[config.mk]
export PLATFORM = sky130hd
export DESIGN_NAME = boron_key_schedule_engine_flat
export DESIGN_NICKNAME = d
export VERILOG_FILES = /design/src/rtl/boron_key_schedule_engine_if.sv /design/src/rtl/boron_key_schedule_engine.sv /design/src/flat_wrapper.sv
export SDC_FILE = /design/constraint.sdc
export NUM_CORES = 1
export LEC_CHECK = 0
export ABC_AREA = 1
export ABC_CLOCK_PERIOD_IN_PS = 1850
export CAP_MARGIN = 20
export CORE_MARGIN = 10
export CORE_UTILIZATION = 40
export CTS_CLUSTER_SIZE = 14
export DETAILED_ROUTE_END_ITERATION = 12
export PLACE_DENSITY = 0.68
export RECOVER_POWER = 50
export SLEW_MARGIN = 20
export SYNTH_ARGS = -nofsm -noshare
export SYNTH_HDL_FRONTEND = slang
export SYNTH_SLANG_ARGS = --single-unit
[constraint.sdc]
create_clock -name clk -period 1.85 [get_ports clk]
set_input_delay 0.185 -clock clk [delete_from_list [all_inputs] [get_ports clk]]
set_output_delay 0.185 -clock clk [all_outputs]
set_load 0.05 [all_outputs]
[src/rtl/boron_key_schedule_engine_if.sv]
// Handshake bundle between the Boron key-schedule engine and its user.
// The master side issues start/mode/key_in and drives rk_ready; the slave
// side (the engine) streams round keys back with rk_valid/rk_last.
interface boron_key_schedule_engine_if #(
  parameter int KEY_BITS = 80,
  parameter int CNT_W    = 5
);
  logic                start;
  logic                mode;
  logic [KEY_BITS-1:0] key_in;
  logic                rk_ready;
  logic [63:0]         rk;
  logic [CNT_W-1:0]    rk_idx;
  logic                rk_valid;
  logic                rk_last;
  logic                busy;

  modport master (
    output start, mode, key_in, rk_ready,
    input  rk, rk_idx, rk_valid, rk_last, busy
  );

  modport slave (
    input  start, mode, key_in, rk_ready,
    output rk, rk_idx, rk_valid, rk_last, busy
  );
endinterface

[src/rtl/boron_key_schedule_engine.sv]
// Boron key-schedule engine: streams round keys K0..KN (encryption order)
// or KN..K0 (decryption order), one key per rk_valid/rk_ready handshake.
// Decryption order first runs the schedule forward to KN, then walks back
// with the inverse step, so no key table is stored.
// Optional feature macro: BORON_KS_DEC_EN enables decryption order (PREP
// state, inverse step, inverse S-box). Without it, mode is ignored and
// every start produces encryption order.
module boron_key_schedule_engine #(
  parameter int KEY_BITS   = 80,
  parameter int NUM_ROUNDS = 25,
  parameter int ROT        = 13,
  parameter int CNT_W      = 5
) (
  input logic                        clk,
  input logic                        rst,
  boron_key_schedule_engine_if.slave ks
);

  localparam logic [CNT_W-1:0] LAST_CNT = CNT_W'(NUM_ROUNDS);
  localparam logic [CNT_W-1:0] ONE      = CNT_W'(1);

`ifdef BORON_KS_DEC_EN
  typedef enum logic [1:0] {IDLE, PREP, RUN} state_t;
`else
  typedef enum logic [1:0] {IDLE, RUN} state_t;
`endif

  state_t              state_q, state_d;
  logic [KEY_BITS-1:0] key_q, key_d;
  logic [CNT_W-1:0]    cnt_q, cnt_d;
  logic                last_key;

  function automatic logic [3:0] sbox(input logic [3:0] x);
    case (x)
      4'h0: return 4'hE;  4'h1: return 4'h4;  4'h2: return 4'hB;  4'h3: return 4'h1;
      4'h4: return 4'h7;  4'h5: return 4'h9;  4'h6: return 4'hC;  4'h7: return 4'hA;
      4'h8: return 4'hD;  4'h9: return 4'h2;  4'hA: return 4'h0;  4'hB: return 4'hF;
      4'hC: return 4'h8;  4'hD: return 4'h5;  4'hE: return 4'h3;  default: return 4'h6;
    endcase
  endfunction

  // Forward step: rotate left, substitute low nibble(s), fold in the counter.
  function automatic logic [KEY_BITS-1:0] fwd_step(input logic [KEY_BITS-1:0] k,
                                                   input logic [CNT_W-1:0]    c);
    logic [KEY_BITS-1:0] r;
    r = (k << ROT) | (k >> (KEY_BITS - ROT));
    r[3:0] = sbox(r[3:0]);
    if (KEY_BITS == 128) r[7:4] = sbox(r[7:4]);
    r[63:59] = r[63:59] ^ 5'(c);
    return r;
  endfunction

`ifdef BORON_KS_DEC_EN
  logic dec_q, dec_d;

  function automatic logic [3:0] sbox_inv(input logic [3:0] x);
    case (x)
      4'h0: return 4'hA;  4'h1: return 4'h3;  4'h2: return 4'h9;  4'h3: return 4'hE;
      4'h4: return 4'h1;  4'h5: return 4'hD;  4'h6: return 4'hF;  4'h7: return 4'h4;
      4'h8: return 4'hC;  4'h9: return 4'h5;  4'hA: return 4'h7;  4'hB: return 4'h2;
      4'hC: return 4'h6;  4'hD: return 4'h8;  4'hE: return 4'h0;  default: return 4'hB;
    endcase
  endfunction

  // Inverse step undoes fwd_step in reverse order: counter, S-box, rotate.
  function automatic logic [KEY_BITS-1:0] inv_step(input logic [KEY_BITS-1:0] k,
                                                   input logic [CNT_W-1:0]    c);
    logic [KEY_BITS-1:0] r;
    r = k;
    r[63:59] = r[63:59] ^ 5'(c);
    r[3:0] = sbox_inv(r[3:0]);
    if (KEY_BITS == 128) r[7:4] = sbox_inv(r[7:4]);
    return (r >> ROT) | (r << (KEY_BITS - ROT));
  endfunction
`else
  logic unused_mode;
  assign unused_mode = ks.mode;
`endif

  // State, key register, counter and direction flag; reset abandons any run.
  always_ff @(posedge clk) begin
    if (rst) begin
      state_q <= IDLE;
      key_q   <= '0;
      cnt_q   <= '0;
`ifdef BORON_KS_DEC_EN
      dec_q   <= 1'b0;
`endif
    end else begin
      state_q <= state_d;
      key_q   <= key_d;
      cnt_q   <= cnt_d;
`ifdef BORON_KS_DEC_EN
      dec_q   <= dec_d;
`endif
    end
  end

  // Next-state, key stepping and handshake outputs.
  always_comb begin
    state_d = state_q;
    key_d   = key_q;
    cnt_d   = cnt_q;
`ifdef BORON_KS_DEC_EN
    dec_d   = dec_q;
    last_key = dec_q ? (cnt_q == '0) : (cnt_q == LAST_CNT);
`else
    last_key = (cnt_q == LAST_CNT);
`endif

    ks.rk       = key_q[63:0];
    ks.rk_idx   = cnt_q;
    ks.rk_valid = (state_q == RUN);
    ks.rk_last  = (state_q == RUN) && last_key;
    ks.busy     = (state_q != IDLE);

    case (state_q)
      IDLE: begin
        if (ks.start) begin
          key_d = ks.key_in;
          cnt_d = '0;
`ifdef BORON_KS_DEC_EN
          dec_d   = ks.mode;
          state_d = ks.mode ? PREP : RUN;
`else
          state_d = RUN;
`endif
        end
      end
`ifdef BORON_KS_DEC_EN
      PREP: begin
        key_d = fwd_step(key_q, cnt_q + ONE);
        cnt_d = cnt_q + ONE;
        if (cnt_q == LAST_CNT - ONE) state_d = RUN;
      end
`endif
      RUN: begin
        if (ks.rk_ready) begin
          if (last_key) begin
            state_d = IDLE;
`ifdef BORON_KS_DEC_EN
          end else if (dec_q) begin
            key_d = inv_step(key_q, cnt_q);
            cnt_d = cnt_q - ONE;
`endif
          end else begin
            key_d = fwd_step(key_q, cnt_q + ONE);
            cnt_d = cnt_q + ONE;
          end
        end
      end
      default: state_d = IDLE;
    endcase
  end

endmodule

[src/flat_wrapper.sv]
// flat-port wrapper written by rule: the top's interface ports become plain ports
module boron_key_schedule_engine_flat 
#(
  parameter int KEY_BITS   = 80,
  parameter int NUM_ROUNDS = 25,
  parameter int ROT        = 13,
  parameter int CNT_W      = 5
)
  (clk, rst, ks_start, ks_mode, ks_key_in, ks_rk_ready, ks_rk, ks_rk_idx, ks_rk_valid, ks_rk_last, ks_busy);
  boron_key_schedule_engine_if #(.KEY_BITS(KEY_BITS), .CNT_W(CNT_W)) ks_i ();
  input logic clk;
  input logic rst;
  input wire logic [$bits(ks_i.start)-1:0] ks_start;
  input wire logic [$bits(ks_i.mode)-1:0] ks_mode;
  input wire logic [$bits(ks_i.key_in)-1:0] ks_key_in;
  input wire logic [$bits(ks_i.rk_ready)-1:0] ks_rk_ready;
  output wire logic [$bits(ks_i.rk)-1:0] ks_rk;
  output wire logic [$bits(ks_i.rk_idx)-1:0] ks_rk_idx;
  output wire logic [$bits(ks_i.rk_valid)-1:0] ks_rk_valid;
  output wire logic [$bits(ks_i.rk_last)-1:0] ks_rk_last;
  output wire logic [$bits(ks_i.busy)-1:0] ks_busy;
  assign ks_i.start = ks_start;
  assign ks_i.mode = ks_mode;
  assign ks_i.key_in = ks_key_in;
  assign ks_i.rk_ready = ks_rk_ready;
  assign ks_rk = ks_i.rk;
  assign ks_rk_idx = ks_i.rk_idx;
  assign ks_rk_valid = ks_i.rk_valid;
  assign ks_rk_last = ks_i.rk_last;
  assign ks_busy = ks_i.busy;
  boron_key_schedule_engine #(.KEY_BITS(KEY_BITS), .NUM_ROUNDS(NUM_ROUNDS), .ROT(ROT), .CNT_W(CNT_W)) u_core (.clk(clk), .rst(rst), .ks(ks_i));
endmodule
==> Word-level counts from Yosys, hierarchy flattened <==
Memories as Yosys holds them, arrays and structs flattened.
Cells that the tools add are included.
{ "classes": {"add_sub_neg": 1, "eq_ne": 6, "muxes": 12, "bitwise_logic": 2, "n_reduce_logical": 6} }
{ "ops": {"columns": ["operator", "count"], "rows": [
  ["$mux 80", 3],
  ["$pmux 80 s2", 1],
  ["$or 80x13->80", 1],
  ["$mux 5", 3],
  ["$pmux 5 s2", 1],
  ["$mux 2", 3],
  ["$ne 2x2->1 const B", 3],
  ["$add 5x1->5 const B", 1],
  ["$eq 5x5->1 const B", 1],
  ["$xor 5x5->5", 1],
  ["$pmux 2 s2", 1],
  ["$reduce_and 4->1", 1],
  ["$reduce_bool 2->1", 2],
  ["$reduce_and 3->1", 1],
  ["$eq 2x1->1 const B", 1],
  ["$logic_not 2->1", 1],
  ["$ne 2x1->1 const B", 1],
  ["$logic_and 1x1->1", 1]
]} }
{ "word_totals": {"regBits": 87, "romBits": 64, "input_bits": 85, "word_cells": 31, "memories": 1} }
{ "memory_table": {"columns": ["name", "depth", "width", "read_ports", "rd_clocked_by_memory_dff", "write_ports", "line_no", "text"], "rows": [
  ["(name not given)", 16, 4, 1, 0, 0, "boron_key_schedule_engine.sv:34", "case (x)"]
]} }

==> Depth between registers and ports, before layout <==
{ "depth": {"depth_word": 5, "ltp_mapped": 12, "depth_no_buf": 10} }

==> Worst setup path after synthesis <==
Ideal clock, no wire load.
{ "synth_path": {"path_type": "reg-to-reg", "from": "register u_core.cnt_q[1] (netlist: u_core.ks.rk_idx[1])", "to": "register u_core.key_q[50]", "t_arrival_ns": 1.752, "setup_slack_ns": 0.028, "path_stages_with_launch": 11, "period_less_slack_ns": 1.822, "cell_sequence": "dfxtp_1 -> inv_1 -> ha_1 -> nand2_1 -> inv_1 -> nand2_2 -> nand3_2 -> buf_6 -> buf_6 -> buf_4 -> a21oi_1"} }
{ "synth_via": {"elab_chain_len": 3} }
{ "synth_lines": {"columns": ["item", "line_no", "text"], "rows": [
  ["start, declared", "boron_key_schedule_engine.sv:30", "logic [CNT_W-1:0] cnt_q, cnt_d;"],
  ["start signal, assigned", "boron_key_schedule_engine.sv:92", "cnt_q <= cnt_d;"],
  ["$eq 5x5->1", "boron_key_schedule_engine.sv:108", "last_key = (cnt_q == LAST_CNT);"],
  ["$ne 2x2->1 (no source line)", null, null],
  ["$reduce_and 4->1 (no source line)", null, null],
  ["end signal, assigned", "boron_key_schedule_engine.sv:91", "key_q <= key_d;"],
  ["end, declared", "boron_key_schedule_engine.sv:29", "logic [KEY_BITS-1:0] key_q, key_d;"]
]} }
Every way passes these cells.
A chain may end at the register's enable or synchronous reset.

==> Worst setup path in the final report <==
{ "layout_path": {"from": "register u_core.key_q[1]", "to": "output port ks_rk[1]"} }
{ "layout_rtl": {"columns": ["item", "line_no", "text"], "rows": [
  ["end, declared", "flat_wrapper.sv:17", "output wire logic [$bits(ks_i.rk)-1:0] ks_rk;"]
]} }
No word-level cell between the ends.

==> results_dict.tcl <==
set metrics [dict create \
    outcome "finished clean" \
    clk_latency_ns 0.34 \
    synth_cell_types 20 \
    grt_pass1_wl_um 23300 \
    cts_buffer_depth 2 \
    synth-seq-cells 86 \
    grtUsageTotal_pct 17.6 \
    grt_pass1_vias 4311 \
    fmax_mhz 563 \
    cpPeakStageDelay_ns 0.84 \
    final-hold-violation-count 0 \
    antenna_found_initial 0 \
    peakVddDrop_mv 0.572 \
    slew_headroom_pct 56.9 \
    total_leakage_power_nw 2.59 \
    cts_max_level 3 \
    wl_met1_um 6330 \
    start_util_pct 41.1 \
    n_antenna_cell 0 \
    io_buffers 155 \
    firstDrtPassIters 6 \
    hp-class "reg2reg" \
    die_h_um 129 \
    final.period_utilization_pct 96.0 \
    pre_cts_ws_ns 0.110 \
    ys_seq_area_share_pct 36.5 \
    rsz0062_at_grt "no" \
    cp_cell_sequence "clkdlybuf4s50_1" \
    dr.max_layer_used "met4" \
    worst_pin_slew_ns 0.649 \
    tns_ns 0 \
    grt_max_degree 80 \
    nNetsFinal 867 \
    postCtsSetupBuffers 0 \
    maxSlewViolCount 0 \
    powerDensity_mw_per_mm2 894 \
    yosys.area.top_type_share_pct 36.5 \
    via_per_inst 4.95 \
    wl_met3_um 1490 \
    drc 0 \
    cts_hold_buffers 0 \
    crit_path_start_kind "flip-flop" \
    detailed_place_hpwl_um 11300 \
    drive_above_1_share_pct 4.85 \
    synthCells 710 \
    drtIter0Drc 482 \
    cts_made_buffers 9 \
    critPathSlowestCell "clkdlybuf4s50_1" \
    dr_total_vias 4580 \
    die_w_um 129 \
    ys_warn_count 0 \
    synth_nets 799 \
    critPathBufInv 1 \
    setup_viol 0 \
    crit_arrival_ns 1.59 \
    cp-end-kind "primary output" \
    syn2layout_area_growth_pct 29.5 \
    crit_family "buffers and inverters" \
    drv_cap 0 \
    synth_area_mm2 0.00472 \
    rows 39 \
    worstPathMaxFanout 3 \
    wl_per_cell_um 16.3 \
    met2_length_um 6950 \
    drtAntennaViolNets 0 \
    wirelength_um 15100 \
    worstSetupPathType "reg2out" \
    die_area_mm2 0.0165 \
    worst_slack_ns 0.0734 \
    crit_required_ns 1.66 \
    gp_congestion 0.952 \
    clkTransAtPathRegs_ns 0.07 \
    ios 157 \
    cts_num_sinks 86 \
    ctsResizeCount 0 \
    clock_skew_ns 0.0108 \
    cts_root_buf "clkbuf_16" \
    avgSynthCellArea_um2 6.65 \
    layout_min_cycle_time_ns 1.78 \
    core_mm2 0.0115 \
    grt_overflow_total 0 \
    yosysTopAreaCell "dfxtp_1" \
    final_core_util_pct 53.3 \
    yosys-top-cells-area "dfxtp_1, nand2_1, buf_4, o21ai_0, a21oi_1" \
    cts_tree "built" \
]
per-stage QoR:
| stage | instance area [um2] | hold slack [ns] | instances | total power, mW |
|---|---|---|---|---|
| 6_report | 6110 | 0.448 | 926 | 5.46 |
| 2_1_floorplan | 4720 | 0.254 | 710 | 3.35 |
| 3_5_place_dp | 5890 | 0.438 | 910 | 3.80 |
| 5_1_grt | 6110 | 0.464 | 926 | 5.71 |
| 4_1_cts | 6170 | 0.447 | 926 | 5.51 |
| 3_3_place_gp | 5890 | 0.431 | 910 | 3.78 |
power by group:
part	switching [mW]	internal (mW)	total (mW)	leakage, nW
registers	0.100	2.02	2.12	0.712
clock network	0.775	0.940	1.71	0.130
logic	1.04	0.586	1.63	1.74
path summary, 6_finish.rpt:
path / startpoint / endpoint / slack, ns / depth (start not counted)
max: u_core.key_q[1]$_SDFFE_PP0P_ / ks_rk[1] / 0.07 / 1
min reg2reg: u_core.key_q[65]$_SDFFE_PP0P_ / u_core.key_q[65]$_SDFFE_PP0P_ / 0.45 / 2
max reg2reg: u_core.state_q[0]$_SDFFE_PP0P_ / u_core.key_q[24]$_SDFFE_PP0P_ / 0.19 / 6
min: u_core.key_q[65]$_SDFFE_PP0P_ / u_core.key_q[65]$_SDFFE_PP0P_ / 0.45 / 2
layout make-up:
| cell class | count | area, um2 |
|---|---|---|
| Clock buffer | 10 | 239 |
| Clock inverter | 6 | 37.5 |
| Fill cell | 1159 | 5360 |
| Inverter | 77 | 292 |
| Multi-Input combinational cell | 437 | 1980 |
| Sequential cell | 86 | 1720 |
| Tap cell | 143 | 179 |
| Timing Repair Buffer | 167 | 1660 |
flip-flops by register name, indices dropped and copies added, names as in the netlist:
signal,flops
u_core.key_q,80
u_core.state_q,1
u_core.ks.rk_idx,5
cells in the mapped netlist:
| master | number |
|---|---|
| buf_2 | 13 |
| buf_6 | 2 |
| or2_2 | 2 |
| nand2_2 | 1 |
| xor2_1 | 1 |
| o21ai_0 | 102 |
| inv_2 | 2 |
| nand4_1 | 3 |
| inv_1 | 75 |
| nand3_2 | 1 |
| nand3_1 | 19 |
| buf_4 | 77 |
| or2_1 | 1 |
| o21ai_1 | 12 |
| ha_1 | 4 |
| nor2_1 | 19 |
| a21oi_1 | 83 |
| dfxtp_1 | 86 |
| nand2_1 | 189 |
| clkbuf_1 | 18 |
cells in the final DEF, fill, tap and decap left out, drive strengths merged:
cell and count:
clkdlybuf4s50 141, clkinvlp 3, clkinv 4, a21oi 83, nand4 3, clkbuf 19
ha 4, buf 13, nor2 19, nand3 20, inv 76, or2 3
nand2 190, dfxtp 86, xor2 1, dlygate4sd3 4, o21ai 114
kinds of logic (layout without fill, tap and decap cells):
kind of cell             Yosys count  in the layout  share of synthesized area (%)
AND/OR/NAND/NOR                  235            235                           19.7
AO/OA/AOI/OAI                    197            197                           20.9
buffers and inverters            187            260                           21.7
flip-flops                        86             86                           36.5
adder cells (fa/ha/maj)            4              4                           1.06
XOR/XNOR                           1              1                          0.186
per-layer routing:
layer	vias to the layer above	track usage, %
li1	2324	-
met1	2048	21.6
met2	179	27.9
met3	29	6.94
met4	0	5.30
met5	-	0
Power figures use the tool's default switching activity.
